[config.mk]
export PLATFORM = sky130hd
export DESIGN_NAME = mem_stage
export DESIGN_NICKNAME = d
export VERILOG_FILES = /design/src/rtl/mem_stage.sv
export SDC_FILE = /design/constraint.sdc
export NUM_CORES = 1
export LEC_CHECK = 0
export ABC_AREA = 1
export CORE_AREA = 2 2 266 268
export CTS_BUF_LIST = sky130_fd_sc_hd__clkbuf_16
export DETAILED_ROUTE_END_ITERATION = 8
export DIE_AREA = 0 0 268 270
export PLACE_DENSITY_LB_ADDON = 0.15
export SLEW_MARGIN = 0
export SYNTH_ARGS = -nofsm -noshare
export SYNTH_HDL_FRONTEND = slang
export SYNTH_SLANG_ARGS = --single-unit
[constraint.sdc]
create_clock -name clock -period 2.2 [get_ports clock]
set_input_delay 0.33 -clock clock [delete_from_list [all_inputs] [get_ports clock]]
set_output_delay 0.33 -clock clock [all_outputs]
set_load 0.05 [all_outputs]
[src/rtl/mem_stage.sv]
// Memory-access stage: turns EX/MEM loads/stores into dbus transactions and registers one result per instruction.
// Latency: 1 cycle (accept -> wb_valid) for non-memory/misaligned ops, >= 2 cycles for bus accesses.
// Backpressure: mem_ready drops while a bus access is outstanding or a held result is not taken by wb_ready.
module mem_stage #(
  parameter int ADDR_W = 64,
  parameter int DATA_W = 64
) (
  input  logic              clock,
  input  logic              reset,
  input  logic              flush,
  input  logic              ex_valid,
  output logic              mem_ready,
  input  logic              in_w_ena,
  input  logic [4:0]        in_w_addr,
  input  logic [DATA_W-1:0] in_w_data,
  input  logic [2:0]        in_memwop,
  input  logic [2:0]        in_memrop,
  input  logic              in_mem_ena,
  input  logic              in_mem_wr,
  input  logic [ADDR_W-1:0] in_mem_addr,
  input  logic [DATA_W-1:0] in_stor_data,
  input  logic [63:0]       in_pc,
  input  logic [31:0]       in_instr,
  output logic              dbus_req,
  output logic              dbus_wr,
  output logic [ADDR_W-1:0] dbus_addr,
  output logic [DATA_W-1:0] dbus_wdata,
  output logic [DATA_W/8-1:0] dbus_wstrb,
  input  logic              dbus_gnt,
  input  logic              dbus_rvalid,
  input  logic [DATA_W-1:0] dbus_rdata,
  output logic              wb_valid,
  input  logic              wb_ready,
  output logic              wb_w_ena,
  output logic [4:0]        wb_w_addr,
  output logic [DATA_W-1:0] wb_w_data,
  output logic [63:0]       wb_pc,
  output logic [31:0]       wb_instr,
  output logic              misalign
);

  localparam int          STRB_W    = DATA_W / 8;
  localparam int          OFF_W     = $clog2(STRB_W);
  localparam logic [31:0] NOP_INSTR = 32'h0000_0013;

  // S_DRAIN waits for the response of a flushed access and throws it away.
  typedef enum logic [1:0] {S_IDLE, S_REQ, S_WAIT, S_DRAIN} state_t;
  state_t state_q, state_d;

  // latched memory instruction
  logic              w_ena_q;
  logic [4:0]        w_addr_q;
  logic [DATA_W-1:0] w_data_q;
  logic              wr_q;
  logic [2:0]        rop_q;
  logic [OFF_W-1:0]  off_q;
  logic [63:0]       pc_q;
  logic [31:0]       instr_q;

  // bus request registers
  logic              dbus_wr_q;
  logic [ADDR_W-1:0] dbus_addr_q;
  logic [DATA_W-1:0] dbus_wdata_q;
  logic [STRB_W-1:0] dbus_wstrb_q;

  // output slot
  logic              wb_valid_q, wb_valid_d;
  logic              wb_w_ena_q, wb_w_ena_d;
  logic [4:0]        wb_w_addr_q, wb_w_addr_d;
  logic [DATA_W-1:0] wb_w_data_q, wb_w_data_d;
  logic [63:0]       wb_pc_q, wb_pc_d;
  logic [31:0]       wb_instr_q, wb_instr_d;
  logic              misalign_q, misalign_d;

  logic              acc_vld_c;
  logic [1:0]        acc_lg_c;
  logic [STRB_W-1:0] size_mask_c;
  logic [OFF_W-1:0]  align_mask_c;
  logic [OFF_W-1:0]  off_c;
  logic              misal_c;
  logic              is_mem_c;
  logic              accept_c;
  logic              issue_c;
  logic              done_c;
  logic [DATA_W-1:0] lane_c;
  logic [DATA_W-1:0] ld_data_c;

  // Decode access size (log2 bytes); unused op codes mean "no access".
  always_comb begin
    acc_vld_c = 1'b1;
    acc_lg_c  = 2'd0;
    if (in_mem_wr) begin
      case (in_memwop)
        3'd1:    acc_lg_c = 2'd0;
        3'd2:    acc_lg_c = 2'd1;
        3'd3:    acc_lg_c = 2'd2;
        3'd4:    acc_lg_c = 2'd3;
        default: acc_vld_c = 1'b0;
      endcase
    end else begin
      case (in_memrop)
        3'd1, 3'd5: acc_lg_c = 2'd0;
        3'd2, 3'd6: acc_lg_c = 2'd1;
        3'd3, 3'd7: acc_lg_c = 2'd2;
        3'd4:       acc_lg_c = 2'd3;
        default:    acc_vld_c = 1'b0;
      endcase
    end
  end

  // Byte-enable pattern and the low address bits that must be zero for this size.
  always_comb begin
    size_mask_c  = STRB_W'(8'hFF);
    align_mask_c = OFF_W'(3'd7);
    case (acc_lg_c)
      2'd0: begin size_mask_c = STRB_W'(8'h01); align_mask_c = OFF_W'(3'd0); end
      2'd1: begin size_mask_c = STRB_W'(8'h03); align_mask_c = OFF_W'(3'd1); end
      2'd2: begin size_mask_c = STRB_W'(8'h0F); align_mask_c = OFF_W'(3'd3); end
      default: ;
    endcase
  end

  assign off_c     = in_mem_addr[OFF_W-1:0];
  assign misal_c   = |(off_c & align_mask_c);
  assign is_mem_c  = in_mem_ena & acc_vld_c;
  assign mem_ready = (state_q == S_IDLE) & (~wb_valid_q | wb_ready);
  assign accept_c  = ex_valid & mem_ready & ~flush;
  assign issue_c   = accept_c & is_mem_c & ~misal_c;

  // Pick the addressed lane out of the aligned word and extend it.
  always_comb begin
    lane_c    = dbus_rdata >> {off_q, 3'b000};
    ld_data_c = lane_c;
    case (rop_q)
      3'd1: ld_data_c = {{(DATA_W-8){lane_c[7]}},   lane_c[7:0]};
      3'd2: ld_data_c = {{(DATA_W-16){lane_c[15]}}, lane_c[15:0]};
      3'd3: ld_data_c = {{(DATA_W-32){lane_c[31]}}, lane_c[31:0]};
      3'd5: ld_data_c = {{(DATA_W-8){1'b0}},        lane_c[7:0]};
      3'd6: ld_data_c = {{(DATA_W-16){1'b0}},       lane_c[15:0]};
      3'd7: ld_data_c = {{(DATA_W-32){1'b0}},       lane_c[31:0]};
      default: ;
    endcase
  end

  // Bus sequencing; a flush after grant still has to swallow the response.
  always_comb begin
    state_d = state_q;
    done_c  = 1'b0;
    case (state_q)
      S_IDLE: begin
        if (issue_c) state_d = S_REQ;
      end
      S_REQ: begin
        if (dbus_gnt) begin
          if (dbus_rvalid) begin
            state_d = S_IDLE;
            done_c  = ~flush;
          end else begin
            state_d = flush ? S_DRAIN : S_WAIT;
          end
        end else if (flush) begin
          state_d = S_IDLE;
        end
      end
      S_WAIT: begin
        if (dbus_rvalid) begin
          state_d = S_IDLE;
          done_c  = ~flush;
        end else if (flush) begin
          state_d = S_DRAIN;
        end
      end
      S_DRAIN: begin
        if (dbus_rvalid) state_d = S_IDLE;
      end
      default: state_d = S_IDLE;
    endcase
  end

  // Output slot: hold while stalled, clear when taken, load on a new result.
  always_comb begin
    wb_valid_d  = wb_valid_q & ~wb_ready;
    wb_w_ena_d  = wb_w_ena_q;
    wb_w_addr_d = wb_w_addr_q;
    wb_w_data_d = wb_w_data_q;
    wb_pc_d     = wb_pc_q;
    wb_instr_d  = wb_instr_q;
    misalign_d  = accept_c & is_mem_c & misal_c;
    if (flush) begin
      wb_valid_d = 1'b0;
    end else if (accept_c && !issue_c) begin
      wb_valid_d  = 1'b1;
      wb_w_ena_d  = is_mem_c ? 1'b0 : in_w_ena;
      wb_w_addr_d = in_w_addr;
      wb_w_data_d = in_w_data;
      wb_pc_d     = in_pc;
      wb_instr_d  = in_instr;
    end else if (done_c) begin
      wb_valid_d  = 1'b1;
      wb_w_ena_d  = wr_q ? 1'b0 : w_ena_q;
      wb_w_addr_d = w_addr_q;
      wb_w_data_d = wr_q ? w_data_q : ld_data_c;
      wb_pc_d     = pc_q;
      wb_instr_d  = instr_q;
    end
  end

  // State and output slot registers.
  always_ff @(posedge clock) begin
    if (reset) begin
      state_q     <= S_IDLE;
      wb_valid_q  <= 1'b0;
      wb_w_ena_q  <= 1'b0;
      wb_w_addr_q <= '0;
      wb_w_data_q <= '0;
      wb_pc_q     <= '0;
      wb_instr_q  <= NOP_INSTR;
      misalign_q  <= 1'b0;
    end else begin
      state_q     <= state_d;
      wb_valid_q  <= wb_valid_d;
      wb_w_ena_q  <= wb_w_ena_d;
      wb_w_addr_q <= wb_w_addr_d;
      wb_w_data_q <= wb_w_data_d;
      wb_pc_q     <= wb_pc_d;
      wb_instr_q  <= wb_instr_d;
      misalign_q  <= misalign_d;
    end
  end

  // Capture the memory instruction and its bus request when it is issued.
  always_ff @(posedge clock) begin
    if (reset) begin
      dbus_wr_q    <= 1'b0;
      dbus_addr_q  <= '0;
      dbus_wdata_q <= '0;
      dbus_wstrb_q <= '0;
      w_ena_q      <= 1'b0;
      w_addr_q     <= '0;
      w_data_q     <= '0;
      wr_q         <= 1'b0;
      rop_q        <= '0;
      off_q        <= '0;
      pc_q         <= '0;
      instr_q      <= NOP_INSTR;
    end else if (issue_c) begin
      dbus_wr_q    <= in_mem_wr;
      dbus_addr_q  <= {in_mem_addr[ADDR_W-1:OFF_W], {OFF_W{1'b0}}};
      dbus_wdata_q <= in_stor_data << {off_c, 3'b000};
      dbus_wstrb_q <= in_mem_wr ? (size_mask_c << off_c) : '0;
      w_ena_q      <= in_w_ena;
      w_addr_q     <= in_w_addr;
      w_data_q     <= in_w_data;
      wr_q         <= in_mem_wr;
      rop_q        <= in_memrop;
      off_q        <= off_c;
      pc_q         <= in_pc;
      instr_q      <= in_instr;
    end
  end

  assign dbus_req   = (state_q == S_REQ);
  assign dbus_wr    = dbus_wr_q;
  assign dbus_addr  = dbus_addr_q;
  assign dbus_wdata = dbus_wdata_q;
  assign dbus_wstrb = dbus_wstrb_q;

  assign wb_valid  = wb_valid_q;
  assign wb_w_ena  = wb_w_ena_q;
  assign wb_w_addr = wb_w_addr_q;
  assign wb_w_data = wb_w_data_q;
  assign wb_pc     = wb_pc_q;
  assign wb_instr  = wb_instr_q;
  assign misalign  = misalign_q;

endmodule

== Yosys cells after proc, flatten, opt, wreduce, memory -nomap -nowiden ==
Index checks and enable logic that the tools add are counted.
W data, S select, Z words.

* Shift operators: 3
* Reduce and logical (&&, ||, !) cells: 13
* Equality and inequality tests: 26
* Bitwise operators: 14
* Mux-type cells: 37

{| class="wikitable"
|+ Operators with widths
! operator !! count
|-
| $pmux W64 S6 || 1
|-
| $mux W64 || 5
|-
| $mux W32 || 2
|-
| $shl A64 B6 Y64 || 1
|-
| $shr A64 B6 Y64 || 1
|-
| $eq A3 B3 Y1 const B || 8
|-
| $pmux W8 S3 || 1
|-
| $eq A3 B2 Y1 const B || 6
|-
| $mux W2 || 8
|-
| $mux W1 || 12
|-
| $pmux W2 S3 || 2
|-
| $mux W5 || 2
|-
| $eq A3 B1 Y1 const B || 3
|-
| $pmux W3 S3 || 1
|-
| $and A1 B1 Y1 || 8
|-
| $mux W8 || 1
|-
| $pmux W2 S4 || 1
|-
| $shl A8 B3 Y8 || 1
|-
| $reduce_or A7 Y1 || 1
|-
| $eq A2 B2 Y1 const B || 3
|-
| $reduce_or A2 Y1 || 3
|-
| $eq A2 B1 Y1 const B || 2
|-
| $logic_not A2 Y1 || 2
|-
| $ne A2 B2 Y1 const B || 2
|-
| 13 further kinds || 16
|}

* Bits in registers: 476
* Input port bits: 373
* Output and inout port bits: 307

== Depth between registers and ports, before layout ==
* Word-level depth: 14
* Mapped depth: 16
* Mapped depth without buffers: 14

== Worst setup path before layout ==
No wires, ideal clock.

* Path kind: flip-flop to flip-flop
* Start point: register wb_valid_q (netlist: wb_valid)
* End point: register wb_w_data_q[19] (netlist: wb_w_data[19])
* Data required time: 2.086 ns
* Library setup time: 0.114 ns
* Slack: -0.422 ns
* Stages on the path, launching flop included: 14
* Data arrival time: 2.508 ns
* Path buffers: 3
* Cells stage by stage: dfxtp_1 nand2_1 inv_1 nor2_1 nand2_1 nor2_2 nand3_4 nand2_4 nand2_2 buf_4 buf_6 buf_6 nor2_1 nor2_1

* Cells in the longest elaborated chain, start to end: 11
* Elaborated cells on any way between the ends: 12
* Classes of those cells: 1 x mux; 7 x bitwise; 4 x reduce/logical

{| class="wikitable"
|+ Ends and longest elaborated chain
! what !! RTL line !! text
|-
| from (decl) || 67 || <nowiki>logic wb_valid_q, wb_valid_d;</nowiki>
|-
| from (signal assigned) || 221 || <nowiki>wb_valid_q <= wb_valid_d;</nowiki>
|-
| $not A1 Y1 * || 126 || <nowiki>assign mem_ready = (state_q == S_IDLE) & (~wb_valid_q | wb_ready);</nowiki>
|-
| $or A1 B1 Y1 * || 126 ||
|-
| $and A1 B1 Y1 * || 126 ||
|-
| via mem_ready || 12 || <nowiki>output logic mem_ready,</nowiki>
|-
| $and A1 B1 Y1 * (2 in series) || 127 || <nowiki>assign accept_c = ex_valid & mem_ready & ~flush;</nowiki>
|-
| $and A1 B1 Y1 (2 in series) || 128 || <nowiki>assign issue_c = accept_c & is_mem_c & ~misal_c;</nowiki>
|-
| $logic_not A1 Y1 || 191 || <nowiki>end else if (accept_c && !issue_c) begin</nowiki>
|-
| $logic_and A1 B1 Y1 * || 191 ||
|-
| $reduce_bool A2 Y1 (no source line) || - ||
|-
| $reduce_and A2 Y1 (no source line) || - ||
|-
| to (signal assigned) || 224 || <nowiki>wb_w_data_q <= wb_w_data_d;</nowiki>
|-
| to (decl) || 70 || <nowiki>logic [DATA_W-1:0] wb_w_data_q, wb_w_data_d;</nowiki>
|}

The timed path passes the listed nets; every way through them passes the cells marked *.
A chain may end at the register's enable or synchronous reset.

== Final worst setup path ==
* Start point: register wb_instr_q[18] (netlist: wb_instr[18])
* End point: output port wb_instr[18]

{| class="wikitable"
|+ RTL lines
! what !! RTL line !! text
|-
| from (decl) || 72 || <nowiki>logic [31:0] wb_instr_q, wb_instr_d;</nowiki>
|-
| from (signal assigned) || 226 || <nowiki>wb_instr_q <= wb_instr_d;</nowiki>
|-
| to (decl) || 38 || <nowiki>output logic [31:0] wb_instr,</nowiki>
|}

No word-level cell between the ends.

==> results <==
[final cells by class]
cell class              instances  area [sq um]
well taps                     940          1180
diodes                          6          15.0
clock inverters                39           253
flip-flops and latches        476          9530
repair buffers                893          9380
fillers                      7162         35500
multi-input cells            2758         12000
inverters                      83           337
clock buffers                  55          1380
[worst paths after layout]
kind / slack, ns / endpoint / from / cells past startpoint
hold reg to reg: 0.44 / w_data_q[58] / w_data_q[58] / 2
setup reg to reg: 0.13 / wb_w_data[44] / state_q[0] / 12
setup / recovery: 0.04 / wb_instr[18] / wb_instr[18] / 1
hold / removal: 0.15 / rop_q[1] / in_memrop[1] / 3
[where the power goes]
group,internal (mW),switching (mW),leakage [nW],total (mW)
sequential,9.46,0.478,3.87,9.94
combinational,3.94,6.69,9.85,10.6
clock,4.73,3.80,0.839,8.52
total,18.1,11.0,14.6,29.1
[per-stage QoR]
| stage | worst slack [ns] | TNS, ns | cells | utilization (%) |
|---|---|---|---|---|
| 5_1_grt | -0.000450 | -0.000701 | 5248 | 49.0 |
| 2_1_floorplan | 0.0331 | 0 | 3603 | - |
| 3_5_place_dp | -0.624 | -228.58 | 5139 | 46.2 |
| 3_3_place_gp | -0.652 | -221.12 | 5139 | 46.2 |
| 6_report | 0.0352 | 0 | 5250 | 49.0 |
| 4_1_cts | 0.000254 | 0 | 5233 | 48.5 |
[registers in the layout, indices dropped and copies added, names as in the netlist, 2 cells and up]
register and flops:
dbus_addr 61, dbus_wdata 64, dbus_wstrb 8, instr_q 32, off_q 3, pc_q 64, rop_q 3, state_q 2
w_addr_q 5, w_data_q 64, wb_instr 32, wb_pc 64, wb_w_addr 5, wb_w_data 64
[metal layers]
metal,global-route usage [%],up-vias,part of all wire [%]
li1,-,13000,-
met1,31.7,11700,42
met2,44.6,759,49
met3,5.37,140,6.3
met4,7.84,2,2.8
met5,0,-,0.011
[cell families (layout without fill, tap and decap cells)]
logic type,count (synthesis),after routing
buf+inv,369,1070
mux,10,10
simple gates,2010,2010
other cells,1,9
flops,476,476
fa+ha+maj,8,8
compound gates,727,727
[cell usage in the layout (no fill, tap or decap), types with 8 or more instances in the layout]
master,count
dfxtp_1,474
a21oi_1,329
nand2_1,1293
buf_4,153
dlygate4sd2_1,36
buf_12,62
clkdlybuf4s50_1,594
a31oi_1,21
dlymetal6s2s_1,27
clkbuf_16,61
mux2i_1,10
o211a_1,13
nor2_1,450
nand4_1,18
o211ai_1,17
inv_1,81
o21ai_0,244
clkinv_1,15
o21ai_1,96
inv_2,8
nand3_1,220
[timing repair]
action	in CTS	in global routing
setup endpoints to repair	240	422
pin swaps	1	2
buffers inserted	0	5
resized for setup	40	71
gates cloned	0	6
==> results.json <==
{
  "nets": 4647,
  "clock-sinks": 476,
  "ios": 680,
  "ys.flop_type": "dfxtp_1",
  "critical_path_class": "flop to output pin",
  "synth_top_family_by_area": "simple AND/OR/NAND/NOR gates",
  "cts_root_buffer": "clkbuf_16",
  "slew_headroom_pct": 52.3,
  "gp_congestion": 0.882,
  "syn_area_per_cell_sq_um": 6.42,
  "numCtsBuffers": 54,
  "clk_pin_slew_ns": 0.06,
  "route.detailed.drc": 0,
  "status": "finished clean",
  "die_x_um": 268,
  "grt_first_pass_wirelength_um": 145000,
  "synthMuxAreaShare_pct": 0.433,
  "overflow": 0,
  "maxCapViolCount": 0,
  "via_count": 25600,
  "ys_seq_area_share_pct": 41.2,
  "die_y_um": 270,
  "finalCritPeriodShare_pct": 98.4,
  "p_leak_nw": 14.6,
  "first_global_vias": 24400,
  "syn_inst": 3601,
  "synth_compound_gate_area_share_pct": 16.4,
  "synth_adder_area_share_pct": 0.433,
  "setup_viol": 0,
  "async_flop_share_pct": 0,
  "io_buffer_count": 676,
  "die-area_sq_um": 72400,
  "htreeDepth": 2,
  "hp-class": "input pin to flop",
  "cpMaxStageDelayCell": "clkdlybuf4s50_1",
  "clk_latency_ns": 0.63,
  "synth_area_sq_um": 23100,
  "cp.required_ns": 1.87,
  "rsz0062_at_grt": "yes",
  "cts_max_path_buffers": 3,
  "drive_above_1_share_pct": 7.97,
  "syn_to_final_growth_pct": 47.3,
  "place_area_sq_um": 32100,
  "path_buf_inv": 1,
  "synth-simple-area-share_pct": 34.3,
  "arrival_ns": 1.83,
  "tightest_slew_ns": 0.716,
  "start_kind": "flop",
  "start_util_pct": 33.3,
  "final_cell_area_sq_um": 34100,
  "p_total_mw": 29.1,
  "ys_types": 36,
  "max_freq_mhz": 462,
  "drt-total-wl_um": 96300,
  "yosys_warnings": 0,
  "wl_per_cell_um": 18.4,
  "synth_edf_count": 0,
  "tritoncts": "done",
  "slew_violations": 0,
  "critPathMaxStageDelay_ns": 0.88,
  "crit_chain": "clkdlybuf4s50_1",
  "coreArea_sq_um": 69500,
  "crit_family": "buffers and inverters",
  "worstPathMaxFanout": 2,
  "peakVddDrop_v": 0.000614,
  "hold_viol": 0,
  "drt_iter0_drc": 1835,
  "hpwl_um": 70200,
  "period_minus_slack_ns": 2.16,
  "yosysTopAreaCellShare_pct": 41.2,
  "drtPass1Iterations": 7,
  "synth_common_cells": "nand2_1 (1295), dfxtp_1 (476), nor2_1 (453), a21oi_1 (330), o21ai_0 (266)",
  "skew_ns": 0.0467,
  "synth-xor-area-share_pct": 0,
  "antenna_found_initial": 7,
  "placementRows": 97,
  "grt_usage_pct": 25.7,
  "hold_ws_ns": 0.149,
  "critPathCaptureType": "output pin",
  "synth_most_common_cell": "nand2_1",
  "synth_seq_cells": 476,
  "power_density_nw_per_um2": 853,
  "grt_start_max_net_pins": 134,
  "cts-hold-fix-buffers": 0,
  "ant_nets": 0,
  "yosysTopAreaCell": "dfxtp_1",
  "synth_area_leaders": "dfxtp_1 (41%), nand2_1 (21%), nor2_1 (7.3%)",
  "viasPerCell": 4.88
}
Note: power is estimated with default switching activity, not from simulation.
